`src/rtl/sel4_rr_arbiter_pkg.sv`:
```
// Shared types and constants for the 4-requester arbiter that drives a 4:1 selector.
package sel4_rr_arbiter_pkg;

    localparam int NREQ = 4;
    localparam int SELW = 2;

    typedef enum logic {
        ST_IDLE = 1'b0,
        ST_BUSY = 1'b1
    } arb_state_t;

    function automatic logic [NREQ-1:0] sel_to_onehot(input logic [SELW-1:0] sel);
        logic [NREQ-1:0] oh;
        oh = '0;
        oh[sel] = 1'b1;
        return oh;
    endfunction

endpackage

```
`src/rtl/sel4_rr_arbiter_if.sv`:
```
// Request/grant bundle between the requesters, the resource and the arbiter.
interface sel4_rr_arbiter_if;
    import sel4_rr_arbiter_pkg::*;

    logic [NREQ-1:0] req_i;
    logic [NREQ-1:0] lock_i;
    logic            done_i;
    logic [NREQ-1:0] grant_o;
    logic [SELW-1:0] sel_o;
    logic            busy_o;
    logic            timeout_o;

    modport master (
        output req_i, lock_i, done_i,
        input  grant_o, sel_o, busy_o, timeout_o
    );

    modport slave (
        input  req_i, lock_i, done_i,
        output grant_o, sel_o, busy_o, timeout_o
    );

endinterface

```
`src/rtl/sel4_rr_arbiter_rr_pick4.sv`:
```
// Combinational winner pick: first set request scanning upward from the pointer
// (round-robin) or from index 0 (fixed priority).
module sel4_rr_arbiter_rr_pick4
    import sel4_rr_arbiter_pkg::*;
(
    input  logic [NREQ-1:0] i_req,
    input  logic [SELW-1:0] i_ptr,
    input  logic            i_fixed,
    output logic            o_any,
    output logic [SELW-1:0] o_idx
);

    always_comb begin
        logic            w_found;
        logic [SELW-1:0] w_cand;
        w_found = 1'b0;
        w_cand  = '0;
        o_idx   = '0;
        for (int i = 0; i < NREQ; i++) begin
            w_cand = i_fixed ? SELW'(i) : i_ptr + SELW'(i);
            if (!w_found && i_req[w_cand]) begin
                o_idx   = w_cand;
                w_found = 1'b1;
            end
        end
        o_any = w_found;
    end

endmodule

```
`src/rtl/sel4_rr_arbiter.sv`:
```
// Round-robin / fixed-priority arbiter with lock, back-to-back handoff and a
// release watchdog; sel_o feeds the control input of the downstream 4:1 selector.
module sel4_rr_arbiter
    import sel4_rr_arbiter_pkg::*;
#(
    parameter int TIMEOUT    = 16,
    parameter bit FIXED_PRIO = 1'b0
) (
    input  logic            clk,
    input  logic            rst_n,
    sel4_rr_arbiter_if.slave bus
);

    localparam int CW   = (TIMEOUT > 0) ? $clog2(TIMEOUT + 1) : 1;
    localparam int TLIM = (TIMEOUT > 0) ? TIMEOUT - 1 : 0;

    arb_state_t      r_state;
    logic [NREQ-1:0] r_grant;
    logic [SELW-1:0] r_sel;
    logic [SELW-1:0] r_ptr;
    logic [CW-1:0]   r_cnt;
    logic            r_timeout;

    logic            w_pick_any;
    logic [SELW-1:0] w_pick_idx;
    logic            w_b2b_any;
    logic [SELW-1:0] w_b2b_idx;
    logic [NREQ-1:0] w_b2b_req;
    logic            w_busy;
    logic            w_keep;
    logic            w_wd_fire;
    logic            w_release;
    logic            w_start;
    logic            w_handoff;
    logic [SELW-1:0] w_new_idx;

    // Fixed priority must be able to re-grant the same winner, so only the
    // round-robin handoff excludes the requester being released.
    assign w_b2b_req = FIXED_PRIO ? bus.req_i : (bus.req_i & ~r_grant);

    sel4_rr_arbiter_rr_pick4 u_pick_idle (
        .i_req   (bus.req_i),
        .i_ptr   (r_ptr),
        .i_fixed (FIXED_PRIO),
        .o_any   (w_pick_any),
        .o_idx   (w_pick_idx)
    );

    sel4_rr_arbiter_rr_pick4 u_pick_b2b (
        .i_req   (w_b2b_req),
        .i_ptr   (r_ptr),
        .i_fixed (FIXED_PRIO),
        .o_any   (w_b2b_any),
        .o_idx   (w_b2b_idx)
    );

    assign w_busy    = (r_state == ST_BUSY);
    assign w_keep    = bus.lock_i[r_sel] & bus.req_i[r_sel];
    // done_i outranks the watchdog, so a late completion never raises timeout_o.
    assign w_wd_fire = (TIMEOUT != 0) && (r_cnt == CW'(TLIM)) && !bus.done_i;
    assign w_release = w_busy && ((bus.done_i && !w_keep) || w_wd_fire);
    assign w_start   = !w_busy && w_pick_any;
    assign w_handoff = w_release && w_b2b_any;
    assign w_new_idx = w_start ? w_pick_idx : w_b2b_idx;

    always_ff @(posedge clk or negedge rst_n) begin
        if (!rst_n) begin
            r_state   <= ST_IDLE;
            r_grant   <= '0;
            r_sel     <= '0;
            r_ptr     <= '0;
            r_cnt     <= '0;
            r_timeout <= 1'b0;
        end else begin
            r_timeout <= w_busy && w_wd_fire;
            if (w_start || w_handoff) begin
                r_state <= ST_BUSY;
                r_grant <= sel_to_onehot(w_new_idx);
                r_sel   <= w_new_idx;
                r_cnt   <= '0;
                if (!FIXED_PRIO) begin
                    r_ptr <= w_new_idx + 1'b1;
                end
            end else if (w_release) begin
                // sel_o keeps the last winner so the selector output stays stable.
                r_state <= ST_IDLE;
                r_grant <= '0;
                r_cnt   <= '0;
            end else if (w_busy && bus.done_i) begin
                r_cnt <= '0;
            end else if (w_busy && (r_cnt != '1)) begin
                r_cnt <= r_cnt + 1'b1;
            end
        end
    end

    assign bus.grant_o   = r_grant;
    assign bus.sel_o     = r_sel;
    assign bus.busy_o    = w_busy;
    assign bus.timeout_o = r_timeout;

endmodule

```
`src/flat_wrapper.sv`:
```
// flat-port wrapper written by rule: the top's interface ports become plain ports
module sel4_rr_arbiter_flat import sel4_rr_arbiter_pkg::*;
#(
    parameter int TIMEOUT    = 16,
    parameter bit FIXED_PRIO = 1'b0
)
  (clk, rst_n, bus_req_i, bus_lock_i, bus_done_i, bus_grant_o, bus_sel_o, bus_busy_o, bus_timeout_o);
  sel4_rr_arbiter_if bus_i ();
  input  logic clk;
  input  logic rst_n;
  input wire logic [$bits(bus_i.req_i)-1:0] bus_req_i;
  input wire logic [$bits(bus_i.lock_i)-1:0] bus_lock_i;
  input wire logic [$bits(bus_i.done_i)-1:0] bus_done_i;
  output wire logic [$bits(bus_i.grant_o)-1:0] bus_grant_o;
  output wire logic [$bits(bus_i.sel_o)-1:0] bus_sel_o;
  output wire logic [$bits(bus_i.busy_o)-1:0] bus_busy_o;
  output wire logic [$bits(bus_i.timeout_o)-1:0] bus_timeout_o;
  assign bus_i.req_i = bus_req_i;
  assign bus_i.lock_i = bus_lock_i;
  assign bus_i.done_i = bus_done_i;
  assign bus_grant_o = bus_i.grant_o;
  assign bus_sel_o = bus_i.sel_o;
  assign bus_busy_o = bus_i.busy_o;
  assign bus_timeout_o = bus_i.timeout_o;
  sel4_rr_arbiter #(.TIMEOUT(TIMEOUT), .FIXED_PRIO(FIXED_PRIO)) u_core (.clk(clk), .rst_n(rst_n), .bus(bus_i));
endmodule
```
`config.mk`:
```
export PLATFORM = sky130hd
export DESIGN_NAME = sel4_rr_arbiter_flat
export DESIGN_NICKNAME = d
export VERILOG_FILES = /design/src/rtl/sel4_rr_arbiter_pkg.sv /design/src/rtl/sel4_rr_arbiter_if.sv /design/src/rtl/sel4_rr_arbiter_rr_pick4.sv /design/src/rtl/sel4_rr_arbiter.sv /design/src/flat_wrapper.sv
export SDC_FILE = /design/constraint.sdc
export NUM_CORES = 1
export LEC_CHECK = 0
export ABC_CLOCK_PERIOD_IN_PS = 2820
export BUFFER_PORTS_ARGS = -buffer_cell sky130_fd_sc_hd__buf_2
export CORE_UTILIZATION = 30
export DETAILED_ROUTE_END_ITERATION = 8
export PLACE_DENSITY_LB_ADDON = 0.1
export SYNTH_ARGS = -nofsm -noshare
export SYNTH_HDL_FRONTEND = slang
export SYNTH_SLANG_ARGS = --single-unit
```
`constraint.sdc`:
```
create_clock -name clk -period 2.82 [get_ports clk]
set_input_delay 0.423 -clock clk [delete_from_list [all_inputs] [get_ports clk]]
set_output_delay 0.423 -clock clk [all_outputs]
set_load 0.1 [all_outputs]
```
Yosys cells after proc, flatten, opt, wreduce, memory -nomap -nowiden
Index checks and enable logic that the tools add are counted.
- flip-flop bits (word level): 15
- input port bits: 11
- output and inout port bits: 8
- add/sub/neg operators: 5
- $lt $le $gt $ge: 7
- eq/ne operators: 2
- muxes and demuxes: 47
- bitwise logic cells: 3
- reduce and logical (&&, ||, !) cells: 28
- operator list (kind ; number):
    $mux 1 ; 21
    $bmux 1 s2 ; 10
    $mux 5 ; 4
    $lt 2x3->1 const B ; 6
    $mux 2 ; 9
    $logic_and 1x1->1 ; 15
    $logic_not 1->1 ; 9
    $mux 4 ; 2
    $add 5x1->5 const B ; 1
    $eq 5x4->1 const B ; 1
    $ne 5x5->1 const B ; 1
    $add 2x1->2 const B ; 2
    $add 2x2->2 const B ; 2
    $and 4x4->4 ; 1
    $not 4->4 ; 1
    $reduce_bool 4->1 ; 1
    $demux 1 s2 ; 1
    $ge 2x1->1 const B ; 1
    $logic_or 1x1->1 ; 2
    $reduce_bool 2->1 ; 1
    $and 1x1->1 ; 1

Depth between registers and ports, before layout
- depth after elaboration: 20
- gate-level depth with buffers: 9

Modules after synthesis
A second synthesis with hierarchy kept.
- cell total of the unflattened synthesis: 154
- area total of the unflattened synthesis: 1431.4 um^2
- modules (own cells, without submodules) (module ; times used ; cells an instance ; area an instance (um^2)):
    sel4_rr_arbiter ; 1 ; 90 ; 948.4
    sel4_rr_arbiter_rr_pick4 ; 2 ; 32 ; 241.5

Worst setup path after synthesis
No wires, ideal clock.
- kind: flip-flop to flip-flop
- start: reg u_core.r_state, in the netlist u_core.bus.busy_o
- end: reg u_core.r_grant[0], in the netlist u_core.bus.grant_o[0]
- arrival time: 2431 ps
- setup slack: 263 ps
- cell stages (with the launch flop): 10
- path buffers: 1
- clock period less this slack: 2557 ps
- path through: dfrtp_1 clkbuf_1 nand2_1 a22oi_1 nor2_1 a21oi_1 inv_1 ha_1 nor2b_1 mux2_2
- word-level cells in the longest chain between the ends: 8
- elaborated cells between the ends (all ways): 13
- those cells by class: 2 x order compare; 4 x mux; 7 x reduce/logical
- ends and longest elaborated chain (element ; RTL line ; text):
    from (decl) ; sel4_rr_arbiter.sv:17 ; arb_state_t r_state;
    from (signal assigned) ; sel4_rr_arbiter.sv:68 ; r_state <= ST_IDLE;
    from (signal assigned) ; sel4_rr_arbiter.sv:77 ; r_state <= ST_BUSY;
    from (signal assigned) ; sel4_rr_arbiter.sv:86 ; r_state <= ST_IDLE;
    $logic_not 1->1 * ; sel4_rr_arbiter.sv:62 ; assign w_start = !w_busy && w_pick_any;
    $logic_and 1x1->1 * ; sel4_rr_arbiter.sv:62 ;
    $mux 2 * ; sel4_rr_arbiter.sv:64 ; assign w_new_idx = w_start ? w_pick_idx : w_b2b_idx;
    net u_core.w_new_idx[1] ; sel4_rr_arbiter.sv:35 ; logic [SELW-1:0] w_new_idx;
    $lt 2x3->1 (implied by the code) / $ge 2x1->1 (equally long branches) ; sel4_rr_arbiter_pkg.sv:15 ; oh[sel] = 1'b1;
    $logic_and 1x1->1 (implied by the code) ; sel4_rr_arbiter_pkg.sv:15 ;
    $mux 1 (implied by the code) ; sel4_rr_arbiter_pkg.sv:15 ;
    $demux 1 s2 * ; n/a ;
    $mux 4 * ; sel4_rr_arbiter.sv:76 ; if (w_start || w_handoff) begin
    to (signal assigned) ; sel4_rr_arbiter.sv:78 ; r_grant <= sel_to_onehot(w_new_idx);
    to (decl) ; sel4_rr_arbiter.sv:18 ; logic [NREQ-1:0] r_grant;
The timed path passes the listed nets; every way through them passes the cells marked *.
A chain may end at the register's enable or synchronous reset.

Worst setup path in the final report
- start: reg u_core.r_ptr[0]
- end: reg u_core.r_grant[3], in the netlist u_core.bus.grant_o[3]
- word-level cells in the longest chain between the ends: 19
- elaborated cells between the ends (all ways): 58
- those cells by class: 3 x add/sub; 2 x order compare; 36 x mux; 17 x reduce/logical
- ends and longest elaborated chain (element ; RTL line ; text):
    from (decl) ; sel4_rr_arbiter.sv:20 ; logic [SELW-1:0] r_ptr;
    from (signal assigned) ; sel4_rr_arbiter.sv:82 ; r_ptr <= w_new_idx + 1'b1;
    branches (longest 13 deep; another with $add 2x1->2) ; n/a ;
    $mux 2 * ; sel4_rr_arbiter.sv:64 ;
    net u_core.w_new_idx[0] ; sel4_rr_arbiter.sv:35 ;
    $lt 2x3->1 (implied by the code) / $ge 2x1->1 (equally long branches) ; sel4_rr_arbiter_pkg.sv:15 ;
    $logic_and 1x1->1 (implied by the code) ; sel4_rr_arbiter_pkg.sv:15 ;
    $mux 1 (implied by the code) ; sel4_rr_arbiter_pkg.sv:15 ;
    $demux 1 s2 * ; n/a ;
    $mux 4 * ; sel4_rr_arbiter.sv:76 ;
Mark *: on every way through the listed nets, which the timed path passes. The select of a mux whose other input is x is not followed.

==> flow_metrics.py <==
metrics = {
    "placement": {
        "place_area_um2": 1170,
        "hpwlAfterDp_um": 1770,
        "finalWeightedCongestion": 0.813,
        "portBuffers": 18,
        "dpl.cell_count": 168,
    },
    "timing": {
        "clock_skew_ns": 0.00889,
        "period_needed_ns": 2.25,
        "relSlewSlack_pct": 63.6,
        "worst_pin_slew_ns": 0.543,
        "finalCritPeriodShare_pct": 79.9,
        "hold_viol": 0,
        "setup_tns_ns": 0,
        "rsz0062_at_grt": "no",
        "fmax_ghz": 0.444,
        "finalMaxSlewViolations": 0,
        "setup_viol": 0,
    },
    "synth": {
        "postSynthCellCount": 107,
        "async_reset_ff_share_pct": 100,
        "netlist_top_cells_area": "dfrtp_1, ha_1, nor2b_1, nand2_1, mux2_2",
        "syn_area_per_cell_um2": 9.58,
        "synth_top_flop_cell": "dfrtp_1",
        "ys_ff_latch": 15,
        "yosysUniqueCellTypes": 40,
        "syn_area_um2": 1020,
        "yosys_warnings": 0,
        "synth_top_area_cell": "dfrtp_1",
        "synth_top_area_share_pct": 36.6,
        "synthesis.nets": 125,
        "yosysSeqAreaShare_pct": 36.6,
        "synth_edf_count": 0,
    },
    "clock_tree": {
        "cts_resized": 0,
        "cts.path.max_buffers": 2,
        "clkTransAtPathRegs_ns": 0.10,
        "clkLatencyLatePin_ns": 0.29,
        "cts.sink_count": 15,
        "ctsHoldBuffers": 0,
        "cts_root_buf": "clkbuf_4",
        "cts_buffers": 3,
        "htreeDepth": 1,
        "tritoncts": "built",
        "post-cts-setup-buffer-count": 0,
    },
    "finish": {
        "synthToLayoutAreaGrowth_pct": 16.7,
        "register_area_um2": 375,
        "layout-drive-gt1-share_pct": 26.6,
        "layoutNonFillerInstCount": 172,
        "nets": 147,
        "nFillCells": 341,
        "multi_input_area_um2": 616,
        "final_cell_area_um2": 1200,
        "antennaDiodeCount": 0,
    },
    "drt": {
        "dr_wl_met3_um": 138,
        "wl_met1_um": 1200,
        "drt-total-wl_um": 2320,
        "drc": 0,
        "routed-via-count": 854,
        "routedWlPerCell_um": 13.5,
        "wl_met2_um": 969,
        "via_per_inst": 4.97,
        "highest_layer": "met4",
        "drt_iter0_drc": 31,
        "ant_nets": 0,
        "drtPass1Iterations": 4,
    },
    "die": {
        "die_area_um2": 3650,
        "die_y_um": 60.4,
        "fp-row-count": 20,
        "coreArea_um2": 3150,
        "start_util_pct": 32.5,
        "die_w_um": 60.4,
        "io_pins": 19,
    },
    "grt": {
        "gr-total-overflow": 0,
        "grt_pass1_wl_um": 3680,
        "grtUsageTotal_pct": 14.0,
        "grt_pass1_vias": 786,
        "grt_max_degree": 16,
        "antenna_found_initial": 0,
    },
    "power_and_ir_drop": {
        "ir_drop_uv": 875,
        "p_per_area_nw_per_um2": 987,
        "leakage_nw": 0.576,
    },
    "critical_path": {
        "critPathRequiredTime_ns": 2.99,
        "critPathKind": "reg -> reg",
        "r2r_cells": 8,
        "arrival_ns": 2.42,
        "cp-start-kind": "register",
        "path_max_fanout": 5,
        "cp-end-kind": "register",
    },
    "flow_run": {
        "max_cap_viol_count": 0,
    },
    "min_path": {
        "hp-class": "in -> async",
    },
    "status": {
        "status": "finished, final reports clean",
    },
}
-- area by class of cell --
type                       count  area share [%]
multi-input combinational     83            51.5
sequential                    15            31.4
timing repair buffer          18            7.53
tap                           44            4.60
inverter                       8            2.51
clock buffer                   3            1.88
clock inverter                 1           0.628
-- cell families after synthesis --
group                      Yosys count  synth area share (%)
DFF                                 15                  36.6
buffers and inverters                9                  3.30
and+or+nand+nor                     45                  24.4
AOI/OAI and AO/OA                   22                  15.8
xor gates and xnor gates             1                 0.855
muxes                                8                  10.5
adders and majority gates            7                  8.55
-- power breakdown --
group	total (mW)	internal, mW	switching, mW
sequential	0.359	0.276	0.0833
clock	0.127	0.0539	0.0729
combinational	0.695	0.219	0.476
total	1.18	0.548	0.632
-- critical path, stage by stage (launching register included) --
cell and delay, ns:
dfrtp_1 0.44, nor2b_1 0.22, nor2b_1 0.16, o31ai_1 0.08, a31oi_1 0.48, inv_1 0.14
ha_1 0.23, nor2b_1 0.12, mux2_2 0.26
-- metrics by stage --
step                      power [mW]  hold slack, ns  util, %  worst slack, ns
after floorplan                0.920           0.127        -            0.263
after global placement          1.06           0.367     37.0            0.415
after detailed placement        1.06           0.365     37.0            0.427
after CTS                       1.19          0.0344     37.9            0.569
after global routing            1.26          0.0345     37.9            0.463
final                           1.18          0.0366     37.9            0.568
-- worst paths after layout --
path	start	end	slack (ns)
worst max-delay path	u_core.r_ptr[0]$_DFFE_PN0P_	u_core.bus.grant_o[3]$_DFFE_PN0P_	0.57
worst min-delay path	rst_n	u_core.r_ptr[0]$_DFFE_PN0P_	0.04
worst max register to register	u_core.r_ptr[0]$_DFFE_PN0P_	u_core.bus.grant_o[3]$_DFFE_PN0P_	0.57
worst min register to register	u_core.r_cnt[3]$_DFFE_PN0P_	u_core.r_cnt[3]$_DFFE_PN0P_	0.51
max in group asynchronous	rst_n	u_core.bus.grant_o[3]$_DFFE_PN0P_	2.51
min in group clk	bus_done_i	u_core.bus.busy_o$_DFFE_PN0P_	0.46
-- cell usage in the layout, fill, tap and decap left out, types with 2 or more instances in the layout --
master,count
nand2b_1,4
nor2_2,2
nor2b_1,9
mux2_2,4
inv_1,7
and3_1,2
a211oi_1,2
dfrtp_1,15
nand2_1,13
a21o_1,3
mux2_4,2
buf_2,18
clkbuf_4,3
ha_1,7
nor2_1,6
o21ai_0,2
o21ai_1,4
-- cells in the mapped netlist, types with 2 or more instances --
| master | n |
|---|---|
| dfrtp_1 | 15 |
| nand2_1 | 13 |
| nor2b_1 | 9 |
| ha_1 | 7 |
| inv_1 | 7 |
| nor2_1 | 6 |
| mux2_2 | 4 |
| nand2b_1 | 4 |
| o21ai_1 | 4 |
| a21o_1 | 3 |
| a211oi_1 | 2 |
| and3_1 | 2 |
| mux2_4 | 2 |
| nor2_2 | 2 |
| o21ai_0 | 2 |
-- flip-flops by register name (all words and copies together) (netlist names) --
| register | cells |
|---|---|
| u_core.r_cnt | 5 |
| u_core.bus.grant_o | 4 |
| u_core.bus.sel_o | 2 |
| u_core.r_ptr | 2 |
| u_core.bus.busy_o | 1 |
| u_core.bus.timeout_o | 1 |
-- metal layers --
layer  vias up  global-route usage [%]
li1        421                       -
met1       401                    20.2
met2        30                    20.7
met3         2                    4.05
met4         0                    2.92
met5         -                       0
Power figures use the tool's default switching activity.
